===== config.mk =====
export PLATFORM = sky130hd
export DESIGN_NAME = sram_array_wctl_flat
export DESIGN_NICKNAME = d
export VERILOG_FILES = /design/src/rtl/sram_array_wctl_if.sv /design/src/rtl/sram_array_wctl.sv /design/src/flat_wrapper.sv
export SDC_FILE = /design/constraint.sdc
export NUM_CORES = 1
export LEC_CHECK = 0
export CORE_MARGIN = 2
export CORE_UTILIZATION = 56
export DETAILED_ROUTE_END_ITERATION = 7
export PLACE_DENSITY = 0.93
export REMOVE_ABC_BUFFERS = 1
export SLEW_MARGIN = 20
export SYNTH_ARGS = -nofsm -noshare
export SYNTH_HDL_FRONTEND = slang
export SYNTH_SLANG_ARGS = --single-unit

===== constraint.sdc =====
create_clock -name clk_i -period 5.5 [get_ports clk_i]
set_input_delay 1.1 -clock clk_i [delete_from_list [all_inputs] [get_ports clk_i]]
set_output_delay 1.1 -clock clk_i [all_outputs]
set_load 0.02 [all_outputs]

===== src/rtl/sram_array_wctl_if.sv =====
`default_nettype none
// ============================================================================
//  Module      : sram_array_wctl_if
//  Description : Bundles the refill, store, read-hazard and SRAM write-port
//                signals of sram_array_wctl.
//                slave  - controller side (sram_array_wctl)
//                master - client side (pipeline, refill engine, testbench)
//  Signals     : io_refill_* beat handshake, io_st_* store handshake,
//                io_rd_* read probe/hazard, sram_* array ports,
//                io_busy / io_init_done status.
//  Revision    : 1.0 - initial release
// ============================================================================
interface sram_array_wctl_if #(
    parameter int SETS   = 128,
    parameter int BANKS  = 8,
    parameter int DATA_W = 32
);
    localparam int ADDR_W = $clog2(SETS);
    localparam int BANK_W = $clog2(BANKS);
    localparam int LINE_W = BANKS * DATA_W;

    logic              io_refill_valid;
    logic              io_refill_ready;
    logic [ADDR_W-1:0] io_refill_addr;
    logic [DATA_W-1:0] io_refill_data;
    logic              io_refill_last;

    logic              io_st_valid;
    logic              io_st_ready;
    logic [ADDR_W-1:0] io_st_addr;
    logic [BANK_W-1:0] io_st_bank;
    logic [DATA_W-1:0] io_st_data;

    logic              io_rd_valid;
    logic [ADDR_W-1:0] io_rd_addr;
    logic              io_rd_hazard;

    logic [ADDR_W-1:0] sram_r_addr;
    logic              sram_w_en;
    logic [ADDR_W-1:0] sram_w_addr;
    logic [LINE_W-1:0] sram_w_data;
    logic [BANKS-1:0]  sram_w_maskOH;

    logic              io_busy;
    logic              io_init_done;

    modport slave (
        input  io_refill_valid, io_refill_addr, io_refill_data, io_refill_last,
        output io_refill_ready,
        input  io_st_valid, io_st_addr, io_st_bank, io_st_data,
        output io_st_ready,
        input  io_rd_valid, io_rd_addr,
        output io_rd_hazard,
        output sram_r_addr, sram_w_en, sram_w_addr, sram_w_data, sram_w_maskOH,
        output io_busy, io_init_done
    );

    modport master (
        output io_refill_valid, io_refill_addr, io_refill_data, io_refill_last,
        input  io_refill_ready,
        output io_st_valid, io_st_addr, io_st_bank, io_st_data,
        input  io_st_ready,
        output io_rd_valid, io_rd_addr,
        input  io_rd_hazard,
        input  sram_r_addr, sram_w_en, sram_w_addr, sram_w_data, sram_w_maskOH,
        input  io_busy, io_init_done
    );
endinterface
`default_nettype wire


===== src/rtl/sram_array_wctl.sv =====
`default_nettype none
// ============================================================================
//  Module      : sram_array_wctl
//  Description : Write-port controller and RAW hazard tracker for the banked
//                cache data array. One write port is shared between a line
//                refill sequencer (beats gathered into a full-line write) and
//                a small store queue (single-word writes).
//                Priority on the write port: INIT sweep > COMMIT > store head.
//  Ports       : clk_i   - clock, all state on rising edge
//                rst_ni  - asynchronous active-low reset
//                bus     - sram_array_wctl_if.slave (handshakes, SRAM ports)
//  Options     : SRAM_WCTL_INIT_EN - when defined, zero-sweeps every set after
//                reset and blocks refills/stores/reads until finished.
//  Revision    : 1.0 - initial release
// ============================================================================
module sram_array_wctl #(
    parameter int SETS     = 128,
    parameter int BANKS    = 8,
    parameter int DATA_W   = 32,
    parameter int SQ_DEPTH = 2
) (
    input  wire logic        clk_i,
    input  wire logic        rst_ni,
    sram_array_wctl_if.slave bus
);
    localparam int ADDR_W = $clog2(SETS);
    localparam int BANK_W = $clog2(BANKS);
    localparam int LINE_W = BANKS * DATA_W;
    localparam int PTR_W  = (SQ_DEPTH > 1) ? $clog2(SQ_DEPTH) : 1;

    typedef enum logic [1:0] {
        S_INIT   = 2'd0,
        S_IDLE   = 2'd1,
        S_FILL   = 2'd2,
        S_COMMIT = 2'd3
    } state_e;

`ifdef SRAM_WCTL_INIT_EN
    localparam state_e RST_STATE = S_INIT;
`else
    localparam state_e RST_STATE = S_IDLE;
`endif

    state_e              state_q, state_d;
    logic [ADDR_W-1:0]   fill_addr_q, fill_addr_d;
    logic [BANK_W-1:0]   beat_q, beat_d;
    logic [BANKS-1:0]    rcvd_q, rcvd_d;
    logic [LINE_W-1:0]   line_q, line_d;

    logic [ADDR_W-1:0]   sq_addr_q [SQ_DEPTH];
    logic [BANK_W-1:0]   sq_bank_q [SQ_DEPTH];
    logic [DATA_W-1:0]   sq_data_q [SQ_DEPTH];
    logic [SQ_DEPTH-1:0] sq_vld_q;
    logic [PTR_W-1:0]    sq_wr_q, sq_rd_q;

    logic init_active;
    logic refill_fire;
    logic sq_full, sq_enq, sq_deq, sq_head_vld, sq_match;

    function automatic logic [PTR_W-1:0] ptr_inc(input logic [PTR_W-1:0] p);
        return (p == PTR_W'(SQ_DEPTH - 1)) ? '0 : p + PTR_W'(1);
    endfunction

`ifdef SRAM_WCTL_INIT_EN
    logic [ADDR_W-1:0] init_cnt_q;

    always_ff @(posedge clk_i or negedge rst_ni) begin
        if (!rst_ni)
            init_cnt_q <= '0;
        else if (state_q == S_INIT)
            init_cnt_q <= init_cnt_q + ADDR_W'(1);
    end

    // Qualified by reset so the port is quiet while reset is held.
    assign init_active      = (state_q == S_INIT) && rst_ni;
    assign bus.io_init_done = (state_q != S_INIT);
`else
    assign init_active      = 1'b0;
    assign bus.io_init_done = 1'b1;
`endif

    assign bus.io_refill_ready = (state_q == S_IDLE) || (state_q == S_FILL);
    assign refill_fire         = bus.io_refill_valid && bus.io_refill_ready;

    // Full is judged on registered occupancy only; a dequeue in the same
    // cycle does not reopen the queue until the next cycle.
    assign sq_full         = &sq_vld_q;
    assign bus.io_st_ready = !sq_full && (state_q != S_INIT);
    assign sq_enq          = bus.io_st_valid && bus.io_st_ready;
    assign sq_head_vld     = sq_vld_q[sq_rd_q];
    assign sq_deq          = sq_head_vld && (state_q != S_INIT) && (state_q != S_COMMIT);

    // ---------------- refill FSM ----------------
    always_comb begin
        state_d     = state_q;
        fill_addr_d = fill_addr_q;
        beat_d      = beat_q;
        rcvd_d      = rcvd_q;
        line_d      = line_q;
        case (state_q)
`ifdef SRAM_WCTL_INIT_EN
            S_INIT: begin
                if (init_cnt_q == ADDR_W'(SETS - 1))
                    state_d = S_IDLE;
            end
`endif
            S_IDLE: begin
                if (refill_fire) begin
                    fill_addr_d           = bus.io_refill_addr;
                    line_d                = '0;
                    line_d[DATA_W-1:0]    = bus.io_refill_data;
                    rcvd_d                = BANKS'(1);
                    beat_d                = BANK_W'(1);
                    state_d               = bus.io_refill_last ? S_COMMIT : S_FILL;
                end
            end
            S_FILL: begin
                if (refill_fire) begin
                    line_d[beat_q*DATA_W +: DATA_W] = bus.io_refill_data;
                    rcvd_d[beat_q]                  = 1'b1;
                    beat_d                          = beat_q + BANK_W'(1);
                    // A full line commits even if the source never flags last.
                    if (bus.io_refill_last || (beat_q == BANK_W'(BANKS - 1)))
                        state_d = S_COMMIT;
                end
            end
            S_COMMIT: state_d = S_IDLE;
            default:  state_d = S_IDLE;
        endcase
    end

    always_ff @(posedge clk_i or negedge rst_ni) begin
        if (!rst_ni) begin
            state_q     <= RST_STATE;
            fill_addr_q <= '0;
            beat_q      <= '0;
            rcvd_q      <= '0;
            line_q      <= '0;
        end else begin
            state_q     <= state_d;
            fill_addr_q <= fill_addr_d;
            beat_q      <= beat_d;
            rcvd_q      <= rcvd_d;
            line_q      <= line_d;
        end
    end

    // ---------------- store queue ----------------
    always_ff @(posedge clk_i or negedge rst_ni) begin
        if (!rst_ni) begin
            sq_vld_q <= '0;
            sq_wr_q  <= '0;
            sq_rd_q  <= '0;
            for (int i = 0; i < SQ_DEPTH; i++) begin
                sq_addr_q[i] <= '0;
                sq_bank_q[i] <= '0;
                sq_data_q[i] <= '0;
            end
        end else begin
            if (sq_enq) begin
                sq_addr_q[sq_wr_q] <= bus.io_st_addr;
                sq_bank_q[sq_wr_q] <= bus.io_st_bank;
                sq_data_q[sq_wr_q] <= bus.io_st_data;
                sq_vld_q[sq_wr_q]  <= 1'b1;
                sq_wr_q            <= ptr_inc(sq_wr_q);
            end
            // Enqueue and dequeue never hit the same slot: a dequeue needs a
            // valid head, an enqueue needs a free slot, and wr==rd only when
            // the queue is completely empty or completely full.
            if (sq_deq) begin
                sq_vld_q[sq_rd_q] <= 1'b0;
                sq_rd_q           <= ptr_inc(sq_rd_q);
            end
        end
    end

    // ---------------- write port mux ----------------
    always_comb begin
        bus.sram_w_en     = 1'b0;
        bus.sram_w_addr   = '0;
        bus.sram_w_data   = '0;
        bus.sram_w_maskOH = '0;
        if (init_active) begin
            bus.sram_w_en     = 1'b1;
`ifdef SRAM_WCTL_INIT_EN
            bus.sram_w_addr   = init_cnt_q;
`endif
            bus.sram_w_maskOH = '1;
        end else if (state_q == S_COMMIT) begin
            bus.sram_w_en     = 1'b1;
            bus.sram_w_addr   = fill_addr_q;
            bus.sram_w_data   = line_q;
            bus.sram_w_maskOH = rcvd_q;
        end else if (sq_head_vld) begin
            bus.sram_w_en     = 1'b1;
            bus.sram_w_addr   = sq_addr_q[sq_rd_q];
            bus.sram_w_maskOH = BANKS'(1) << sq_bank_q[sq_rd_q];
            bus.sram_w_data[sq_bank_q[sq_rd_q]*DATA_W +: DATA_W] = sq_data_q[sq_rd_q];
        end
    end

    // ---------------- read hazard ----------------
    always_comb begin
        sq_match = 1'b0;
        for (int i = 0; i < SQ_DEPTH; i++)
            if (sq_vld_q[i] && (sq_addr_q[i] == bus.io_rd_addr))
                sq_match = 1'b1;
    end

    assign bus.io_rd_hazard = bus.io_rd_valid &&
                              (init_active || sq_match ||
                               (((state_q == S_FILL) || (state_q == S_COMMIT)) &&
                                (bus.io_rd_addr == fill_addr_q)));

    assign bus.sram_r_addr = bus.io_rd_addr;
    assign bus.io_busy     = (state_q == S_FILL) || (state_q == S_COMMIT) || (|sq_vld_q);

endmodule
`default_nettype wire


===== src/flat_wrapper.sv =====
// flat-port wrapper written by rule: the top's interface ports become plain ports
module sram_array_wctl_flat 
#(
    parameter int SETS     = 128,
    parameter int BANKS    = 8,
    parameter int DATA_W   = 32,
    parameter int SQ_DEPTH = 2
)
  (clk_i, rst_ni, bus_io_refill_valid, bus_io_refill_addr, bus_io_refill_data, bus_io_refill_last, bus_io_refill_ready, bus_io_st_valid, bus_io_st_addr, bus_io_st_bank, bus_io_st_data, bus_io_st_ready, bus_io_rd_valid, bus_io_rd_addr, bus_io_rd_hazard, bus_sram_r_addr, bus_sram_w_en, bus_sram_w_addr, bus_sram_w_data, bus_sram_w_maskOH, bus_io_busy, bus_io_init_done);
  sram_array_wctl_if #(.SETS(SETS), .BANKS(BANKS), .DATA_W(DATA_W)) bus_i ();
  input  wire logic clk_i;
  input  wire logic rst_ni;
  input wire logic [$bits(bus_i.io_refill_valid)-1:0] bus_io_refill_valid;
  input wire logic [$bits(bus_i.io_refill_addr)-1:0] bus_io_refill_addr;
  input wire logic [$bits(bus_i.io_refill_data)-1:0] bus_io_refill_data;
  input wire logic [$bits(bus_i.io_refill_last)-1:0] bus_io_refill_last;
  output wire logic [$bits(bus_i.io_refill_ready)-1:0] bus_io_refill_ready;
  input wire logic [$bits(bus_i.io_st_valid)-1:0] bus_io_st_valid;
  input wire logic [$bits(bus_i.io_st_addr)-1:0] bus_io_st_addr;
  input wire logic [$bits(bus_i.io_st_bank)-1:0] bus_io_st_bank;
  input wire logic [$bits(bus_i.io_st_data)-1:0] bus_io_st_data;
  output wire logic [$bits(bus_i.io_st_ready)-1:0] bus_io_st_ready;
  input wire logic [$bits(bus_i.io_rd_valid)-1:0] bus_io_rd_valid;
  input wire logic [$bits(bus_i.io_rd_addr)-1:0] bus_io_rd_addr;
  output wire logic [$bits(bus_i.io_rd_hazard)-1:0] bus_io_rd_hazard;
  output wire logic [$bits(bus_i.sram_r_addr)-1:0] bus_sram_r_addr;
  output wire logic [$bits(bus_i.sram_w_en)-1:0] bus_sram_w_en;
  output wire logic [$bits(bus_i.sram_w_addr)-1:0] bus_sram_w_addr;
  output wire logic [$bits(bus_i.sram_w_data)-1:0] bus_sram_w_data;
  output wire logic [$bits(bus_i.sram_w_maskOH)-1:0] bus_sram_w_maskOH;
  output wire logic [$bits(bus_i.io_busy)-1:0] bus_io_busy;
  output wire logic [$bits(bus_i.io_init_done)-1:0] bus_io_init_done;
  assign bus_i.io_refill_valid = bus_io_refill_valid;
  assign bus_i.io_refill_addr = bus_io_refill_addr;
  assign bus_i.io_refill_data = bus_io_refill_data;
  assign bus_i.io_refill_last = bus_io_refill_last;
  assign bus_io_refill_ready = bus_i.io_refill_ready;
  assign bus_i.io_st_valid = bus_io_st_valid;
  assign bus_i.io_st_addr = bus_io_st_addr;
  assign bus_i.io_st_bank = bus_io_st_bank;
  assign bus_i.io_st_data = bus_io_st_data;
  assign bus_io_st_ready = bus_i.io_st_ready;
  assign bus_i.io_rd_valid = bus_io_rd_valid;
  assign bus_i.io_rd_addr = bus_io_rd_addr;
  assign bus_io_rd_hazard = bus_i.io_rd_hazard;
  assign bus_sram_r_addr = bus_i.sram_r_addr;
  assign bus_sram_w_en = bus_i.sram_w_en;
  assign bus_sram_w_addr = bus_i.sram_w_addr;
  assign bus_sram_w_data = bus_i.sram_w_data;
  assign bus_sram_w_maskOH = bus_i.sram_w_maskOH;
  assign bus_io_busy = bus_i.io_busy;
  assign bus_io_init_done = bus_i.io_init_done;
  sram_array_wctl #(.SETS(SETS), .BANKS(BANKS), .DATA_W(DATA_W), .SQ_DEPTH(SQ_DEPTH)) u_core (.clk_i(clk_i), .rst_ni(rst_ni), .bus(bus_i));
endmodule

==> results.json, run 1 <==
{
  "status": "finished, final reports clean",
  "die_width_um": 184,
  "fin_worst_skew_ns": 0.0136,
  "cts_setup_buffers": 0,
  "synth_seq_cells": 364,
  "p_per_area_nw_per_um2": 545,
  "hpwlAfterDp_mm": 41.0,
  "hold_viol_final": 0,
  "drive_gt1_share_pct": 9.83,
  "cp.arrival_ns": 4.05,
  "syn_inst": 1893,
  "synth_ff_type": "dfrtp_1",
  "coreArea_um2": 31700,
  "crit_required_ns": 4.40,
  "synth_top_area_share_pct": 50.2,
  "io_pins": 378,
  "htreeDepth": 2,
  "placed_area_um2": 22000,
  "yosys_warnings": 0,
  "worstMarginPinSlew_ns": 1.19,
  "syn-cell-area_um2": 18100,
  "max-slew-margin-rel_pct": 20.4,
  "viasPerCell": 6.69,
  "num_rows": 65,
  "cts_resized": 0,
  "clk_pin_slew_ns": 0.07,
  "ys_types": 60,
  "endpoint_kind": "output port",
  "cp-start-kind": "flop",
  "clock_latency_ns": 0.53,
  "maxSlewViolCount": 0,
  "antenna_found_initial": 0,
  "cellLeakagePower_nw": 9.48,
  "wl_per_cell_um": 25.3,
  "area_growth_pct": 28.9,
  "hold_buffers": 0,
  "async_flop_share_pct": 100,
  "cts-root-buf": "clkbuf_16",
  "final-seq-area_um2": 9110,
  "synth.area.top_cells": "dfrtp_1 50%, o21ai_0 9.9%, nand2_1 8.7%",
  "clock_sinks": 364,
  "grt_pass1_vias": 17900,
  "post-route-cell-area_um2": 23300,
  "ys_seq_area_share_pct": 50.4,
  "grt_pass1_wl_mm": 99.5,
  "fin_nets": 2268,
  "synth_top_area_cell": "dfrtp_1",
  "holdCritPathClass": "flop to flop",
  "multi_input_comb_area_um2": 8250,
  "groute.usage.overall_pct": 38.2,
  "die_h_um": 184,
  "drtIter0Drc": 2396,
  "synth.avg_cell_area_um2": 9.55,
  "vias": 17300,
  "grt_max_degree": 154,
  "cts_buffers": 37,
  "portBuffers": 376,
  "dieArea_um2": 33700,
  "path_class": "flop to output port",
  "finalCriticalPeriod_ns": 5.15,
  "first_pass_iters": 6,
  "drc_errors": 0,
  "path_max_fanout": 18,
  "cts_tree": "built",
  "final_antenna_net_count": 0,
  "final_util_pct": 73.5,
  "finalCritPeriodShare_pct": 93.7,
  "drt-total-wl_mm": 65.4,
  "cts_buffer_depth": 3,
  "setup_tns_ns": 0,
  "n_fill_cell": 2021,
  "finalSetupViolCount": 0,
  "grt_remaining_overflow": 0,
  "ir_drop_uv": 576,
  "synth-edff-count": 0,
  "rsz0062_at_grt": "no",
  "start_util_pct": 57.0,
  "maxCapViolations": 0,
  "fmax_ghz": 0.194,
  "place_inst": 2520,
  "fin_cells": 2590,
  "gp_congestion": 0.935
}
[report_power, final]
group / internal, mW / switching [mW] / total (mW) / leakage, nW
sequential: 3.34 / 0.509 / 3.85 / 4.78
combinational: 2.06 / 4.12 / 6.18 / 4.07
clock: 1.59 / 1.08 / 2.67 / 0.634
[stage by stage]
| step | total power [mW] | worst slack [ns] | hold slack [ns] |
|---|---|---|---|
| after floorplan | 7.21 | -2.27 | 0.428 |
| after global placement | 9.56 | 1.13 | 0.461 |
| after detailed placement | 9.80 | 0.950 | 0.468 |
| after CTS | 12.5 | 0.394 | 0.491 |
| after global routing | 13.1 | 0.124 | 0.504 |
| final | 12.7 | 0.347 | 0.489 |
[worst max-delay path: stages (launching register included)]
cell,delay (ns)
dfrtp_4,0.51
mux2i_1,0.34
ha_1,0.30
ha_1,0.30
nor3b_1,0.32
nand3_2,0.43
buf_4,0.42
o21ai_0,0.24
clkdlybuf4s50_1,0.65
[Yosys cell counts (all sizes together), types with 3 or more instances]
library cell	number
mux2i	60
o21bai	3
a21o	4
clkbuf	139
a22o	106
nand4	23
buf	39
xor2	3
nand3b	3
nor2	26
a41oi	5
inv	30
or3	3
o21ai	363
nand4b	3
nand2	419
a22oi	46
mux2	124
dfrtp	363
xnor2	20
a2bb2oi	4
nor3	6
ha	16
nand3	14
a31oi	3
a21oi	31
[cells by family (layout without fill, tap and decap cells)]
group / after synthesis / after routing / synth area share, %
AO/OA/AOI/OAI: 576 / 576 / 19.3
AND/OR/NAND/NOR: 520 / 520 / 12.1
flip-flops: 364 / 364 / 50.4
buffers and inverters: 209 / 503 / 4.88
multiplexers: 184 / 184 / 11.0
XOR/XNOR: 23 / 23 / 1.11
adder cells (fa/ha/maj): 16 / 16 / 1.11
other: 1 / 2 / 0.0207
[cell usage in the layout (no fill, tap or decap), types with 15 or more instances in the layout]
cell type,n
a21oi_1,30
clkdlybuf4s50_1,375
nor2_1,19
mux2i_1,60
buf_4,23
a22oi_1,46
ha_1,15
nand4_1,23
a22o_1,106
mux2_1,30
nand2_1,417
inv_1,29
mux2_2,94
o21ai_0,356
clkbuf_16,39
dfrtp_1,362
xnor2_1,20
[area by class of cell]
class,instances,area share [%]
well taps,402,2.16
clock inverters,13,0.725
repair buffers,404,17.3
clock buffers,55,4.75
multi-input cells,1320,35.4
flip-flops and latches,364,39.1
inverters,31,0.499
diodes,1,0.0107
[worst paths after layout]
check | start | to | slack, ns | depth (start not counted)
setup / recovery | u_core.sq_rd_q | bus_sram_w_data[47] | 0.35 | 8
hold / removal | u_core.line_q[14] | u_core.line_q[14] | 0.49 | 1
setup reg to reg | u_core.beat_q[0] | u_core.line_q[122] | 1.42 | 7
hold reg to reg | u_core.line_q[14] | u_core.line_q[14] | 0.49 | 1
max in group asynchronous | rst_ni | u_core.sq_rd_q | 3.68 | 2
min in group asynchronous | rst_ni | u_core.sq_data_q[57] | 0.60 | 1
[sequential cells by signal (all words and copies together), names as in the netlist]
signal	count
u_core.beat_q	3
u_core.state_q	2
u_core.sq_addr_q	14
u_core.rcvd_q	8
u_core.sq_bank_q	6
u_core.sq_vld_q	2
u_core.line_q	256
u_core.sq_rd_q	1
u_core.sq_wr_q	1
u_core.sq_data_q	64
u_core.fill_addr_q	7
[routing by layer]
metal | global-route usage, % | vias up | routed length [µm]
li1 | - | 7129 | -
met1 | 47.3 | 8408 | 23400
met2 | 59.8 | 1465 | 30300
met3 | 10.7 | 338 | 7740
met4 | 23.5 | 0 | 3970
met5 | 0 | - | 0
Note: power is estimated with default switching activity, not from simulation.
==> run 2: changes to the inputs <==
CAP_MARGIN = 30   (was default)
==> run 2 against run 1 <==
  * Fmax down 0.45%
  * Total power up 0.88%
  * Register-to-register slack better by 0.02 ns
  * First-iteration DRC count up 2.6%
  * Sequential power about the same
  * Clock skew up 0.020 ns
  * Worst hold slack worse by 0.0012 ns
  * Setup slack worse by 0.024 ns
  * Die area unchanged
  * Via count up 0.43%
  * Clock power about the same
  * Cell area up 0.64%
  * Critical path type unchanged
  * Largest power group unchanged
  * Highest routed layer unchanged
==> results.json, run 2 (same netlist as run 1, synthesis figures left out) <==
{
  "status": "finished, final reports clean",
  "cp-start-kind": "flop",
  "drtIter0Drc": 2459,
  "portBuffers": 376,
  "p_per_area_nw_per_um2": 546,
  "crit_chain": "mux2i_1 -> ha_1 -> ha_1 -> nor3b_1 -> nand3_2 -> buf_4 -> o21ai_0 -> clkdlybuf4s50_1",
  "grt_pass1_vias": 18100,
  "cts_tree": "built",
  "drc_errors": 0,
  "wl_per_cell_um": 25.4,
  "num_antenna_cells": 0,
  "hold_depth": 2,
  "critical_path.top_delay_family": "buffers and inverters",
  "largest_reg_flops": 256,
  "cp_slowest_stage_delay_ns": 0.65,
  "holdCritPathClass": "flop to flop",
  "first_pass_iters": 6,
  "path_buf_inv": 2,
  "dieArea_um2": 33700,
  "crit_slowest_cell": "clkdlybuf4s50_1",
  "cts_buffers": 39,
  "hold_buffers": 0,
  "cts_resized": 0,
  "gp_congestion": 0.935,
  "num_rows": 65,
  "io_pins": 378,
  "wl_met1_mm": 23.9,
  "holdCritStartpoint": "u_core.line_q[109]",
  "multi_input_comb_area_um2": 8230,
  "ir_drop_uv": 761,
  "r2r_cells": 7,
  "final_cell_mix": "417 x nand2_1, 375 x clkdlybuf4s50_1, 362 x dfrtp_1",
  "path_max_fanout": 18,
  "viasPerCell": 6.70,
  "post-route-cell-area_um2": 23500,
  "hpwlAfterDp_mm": 41.9,
  "clk_pin_slew_ns": 0.06,
  "area_growth_pct": 29.7,
  "hold_viol_final": 0,
  "placed_area_um2": 22100,
  "finalSetupViolCount": 0,
  "n_fill_cell": 2033,
  "path_class": "flop to output port",
  "clock_latency_ns": 0.54,
  "vias": 17400,
  "maxSlewViolCount": 0,
  "drive_gt1_share_pct": 10.2,
  "crit_required_ns": 4.40,
  "maxCapViolations": 0,
  "grt_pass1_wl_mm": 101,
  "coreArea_um2": 31700,
  "r2r_end": "u_core.line_q[124]",
  "whs_endpoint": "u_core.line_q[109]",
  "p_total_mw": 12.8,
  "htreeDepth": 2,
  "endpoint_kind": "output port",
  "fin_nets": 2278,
  "cellLeakagePower_nw": 9.56,
  "rsz0062_at_grt": "no",
  "die_width_um": 184,
  "fmax_ghz": 0.193,
  "drt-total-wl_mm": 66.2,
  "worstMarginPinSlew_ns": 1.05,
  "top_layer": "met4",
  "dr_wl_met2_mm": 30.5,
  "cp.arrival_ns": 4.08,
  "max-slew-margin-rel_pct": 28.1,
  "start_util_pct": 57.0,
  "r2r_slack_ns": 1.44,
  "fin_worst_skew_ns": 0.0337,
  "finalCritPeriodShare_pct": 94.1,
  "finalCriticalPeriod_ns": 5.18,
  "die_h_um": 184,
  "antenna_found_initial": 1,
  "wl_met3_mm": 7.64,
  "final_common_cell": "nand2_1",
  "crit_path_frequent_cell": "ha_1",
  "regMostFlops": "u_core.line_q",
  "grt_max_degree": 154,
  "reg_top3": "u_core.line_q: 256 flops, u_core.sq_data_q: 64 flops, u_core.sq_addr_q: 14 flops",
  "final_antenna_net_count": 0,
  "cts_buffer_depth": 3,
  "r2r_start": "u_core.beat_q[0]",
  "cts_setup_buffers": 0,
  "grt_remaining_overflow": 0,
  "final-seq-area_um2": 9110,
  "groute.usage.overall_pct": 38.7,
  "clock_sinks": 364,
  "cts-root-buf": "clkbuf_16"
}
## run 2: final cells by class
cell class	count	area share, %
flip-flops and latches	364	38.9
clock inverters	10	0.395
clock buffers	62	5.17
multi-input cells	1320	35.1
inverters	31	0.496
repair buffers	412	17.9
well taps	402	2.14
## run 2: worst register-to-register path, delay by kind of cell, from the launching register on
family	cells	cell delay (ns)
adders and majority gates	2	0.73
and+or+nand+nor	2	1.80
buffers and inverters	1	0.17
AOI/OAI and AO/OA	2	0.42
DFF	1	0.84
## run 2: worst max path at each step
stage          cells past startpoint                   end               from  slack [ns]
2_1_floorplan                      4  bus_sram_w_data[128]  u_core.state_q[0]       -2.27
3_3_place_gp                       8   bus_sram_w_data[47]     u_core.sq_rd_q        1.13
3_5_place_dp                       8   bus_sram_w_data[47]     u_core.sq_rd_q        0.96
4_1_cts                            8   bus_sram_w_data[47]     u_core.sq_rd_q        0.36
5_1_grt                            8   bus_sram_w_data[47]     u_core.sq_rd_q        0.18
6_report                           8   bus_sram_w_data[47]     u_core.sq_rd_q        0.32
## run 2: report_power, final
group	total (mW)	switching (mW)	internal (mW)
combinational	6.30	4.15	2.15
clock	2.66	1.10	1.57
sequential	3.86	0.514	3.34
## run 2: stage by stage
step	utilization [%]	worst slack (ns)	hold WS [ns]	TNS (ns)	cells
6_report	74.0	0.324	0.488	0	2601
4_1_cts	73.8	0.359	0.484	0	2599
2_1_floorplan	-	-2.27	0.428	-600.48	1715
3_3_place_gp	69.3	1.13	0.461	0	2519
3_5_place_dp	69.7	0.964	0.471	0	2527
5_1_grt	74.0	0.176	0.504	0	2601
## run 2: metal layers
layer	GRT usage (%)	vias to the layer above
met5	0	-
met2	61.0	1482
li1	-	7160
met4	23.6	0
met3	9.47	341
met1	48.5	8431
==> run 3: changes to the inputs <==
PLACE_DENSITY = 0.86   (was 0.93)
SLEW_MARGIN = 0   (was 20)
==> run 3 against run 2 <==
  * Cell count about the same
  * Critical endpoint is now bus_sram_w_data[23]
  * First-iteration DRC count shrank 14%
  * Flip-flop and latch count is the same
  * Non-clock buffer count grew 2
  * Cell area about the same
  * Setup slack got worse by 0.17 ns
  * Sequential power about the same
  * Largest cell class unchanged
  * Critical path type unchanged
  * Critical path depth did not move
==> results.json, run 3 (same netlist as run 1, synthesis figures left out) <==
{
  "status": "finished, final reports clean",
  "coreArea_um2": 31700,
  "viasPerCell": 6.53,
  "cts_tree": "built",
  "groute.usage.overall_pct": 38.0,
  "hold_ws_ns": 0.480,
  "drc_errors": 0,
  "finalSetupViolCount": 0,
  "regMostFlops": "u_core.line_q",
  "cellLeakagePower_nw": 9.56,
  "setup_tns_ns": 0,
  "use_met3_pct": 7.41,
  "cts_setup_buffers": 0,
  "wl_per_cell_um": 24.7,
  "worstMarginPinSlew_ns": 1.41,
  "r2r_slack_ns": 1.54,
  "p_per_area_nw_per_um2": 543,
  "maxSlewViolCount": 0,
  "fmax_ghz": 0.187,
  "place_inst": 2529,
  "ir_drop_uv": 631,
  "grt_pass1_wl_mm": 98.3,
  "cp-start-kind": "flop",
  "cts-root-buf": "clkbuf_16",
  "clock_sinks": 364,
  "htreeDepth": 2,
  "grt_max_degree": 273,
  "finalCriticalPeriod_ns": 5.35,
  "holdCritPathClass": "flop to flop",
  "r2r_cells": 7,
  "first_pass_iters": 6,
  "crit_required_ns": 4.40,
  "final_common_cell": "nand2_1",
  "r2r_start": "u_core.beat_q[0]",
  "die_width_um": 184,
  "worstSetupEndpoint": "bus_sram_w_data[23]",
  "antenna_found_initial": 2,
  "max-slew-margin-rel_pct": 6.00,
  "grt_pass1_vias": 17100,
  "portBuffers": 376,
  "grt_remaining_overflow": 0,
  "cp.arrival_ns": 4.25,
  "io_pins": 378,
  "maxCapViolations": 0,
  "vias": 17000,
  "die_h_um": 184,
  "finalCritPeriodShare_pct": 97.2,
  "gp_congestion": 0.875,
  "hold_viol_final": 0,
  "path_max_fanout": 15,
  "hpwlAfterDp_mm": 41.3,
  "drive_gt1_share_pct": 10.2,
  "fin_worst_skew_ns": 0.0133,
  "drtIter0Drc": 2127,
  "final_util_pct": 74.0,
  "hold_buffers": 0,
  "r2r_end": "u_core.line_q[121]",
  "area_growth_pct": 29.8,
  "use_met1_pct": 49.3,
  "clk_pin_slew_ns": 0.06,
  "n_fill_cell": 2154,
  "endpoint_kind": "output port",
  "met2_usage_pct": 59.8,
  "cts_resized": 0,
  "num_rows": 65,
  "drt-total-wl_mm": 64.2,
  "crit_start": "u_core.sq_rd_q",
  "clock_latency_ns": 0.52,
  "fin_cells": 2599,
  "final_cell_mix": "417 x nand2_1, 375 x clkdlybuf4s50_1, 362 x dfrtp_1",
  "cts_buffer_depth": 3,
  "final_antenna_net_count": 0,
  "fin_nets": 2279,
  "grt_most_used_layer": "met2",
  "path_class": "flop to output port",
  "p_total_mw": 12.7,
  "rsz0062_at_grt": "no",
  "largest_reg_flops": 256,
  "start_util_pct": 57.0,
  "reg_top3": "u_core.line_q: 256 flops, u_core.sq_data_q: 64 flops, u_core.sq_addr_q: 14 flops",
  "dieArea_um2": 33700,
  "cts_buffers": 38,
  "hold_depth": 1
}
run 3: metal layers:
metal	up-vias	wire, µm
li1	7170	-
met1	8330	24300
met2	1206	29800
met3	253	6360
met4	0	3800
met5	-	0
run 3: layout make-up:
| type | count | area (µm²) | area share, % |
|---|---|---|---|
| well taps | 402 | 503 | 2.14 |
| clock inverters | 7 | 115 | 0.490 |
| multi-input cells | 1320 | 8230 | 35.1 |
| repair buffers | 414 | 4170 | 17.8 |
| diodes | 4 | 10.0 | 0.0427 |
| clock buffers | 57 | 1210 | 5.14 |
| inverters | 31 | 116 | 0.496 |
| flip-flops and latches | 364 | 9110 | 38.8 |
run 3: per-stage QoR:
stage | cell area [µm²] | worst slack (ns)
finish | 23500 | 0.153
detailed placement | 22100 | 0.577
global placement | 22000 | 0.787
floorplan | 17300 | -2.27
CTS | 23400 | 0.0419
global route | 23500 | 0.00342
run 3: critical path, cell delays in order, from the launching register on:
cell and delay (ns):
dfrtp_4 0.58, mux2i_1 0.39, ha_1 0.28, ha_1 0.24
and4b_1 0.21, nand3b_1 0.56, buf_4 0.48, o21ai_0 0.27
clkdlybuf4s50_1 0.69
run 3: worst min-delay path by stage:
stage / to / from / slack [ns]
global placement: u_core.line_q[69] / u_core.line_q[69] / 0.46
global route: u_core.line_q[64] / u_core.line_q[64] / 0.49
finish: u_core.line_q[64] / u_core.line_q[64] / 0.48
CTS: u_core.line_q[64] / u_core.line_q[64] / 0.48
floorplan: u_core.rcvd_q[0] / u_core.rcvd_q[0] / 0.43
detailed placement: u_core.line_q[64] / u_core.line_q[64] / 0.47
run 3: where the power goes:
group	internal [mW]	leakage (nW)	total (mW)	switching, mW
clock network	1.65	0.647	2.71	1.06
registers	3.34	4.78	3.83	0.493
logic	2.11	4.13	6.19	4.08
total	7.10	9.56	12.7	5.64
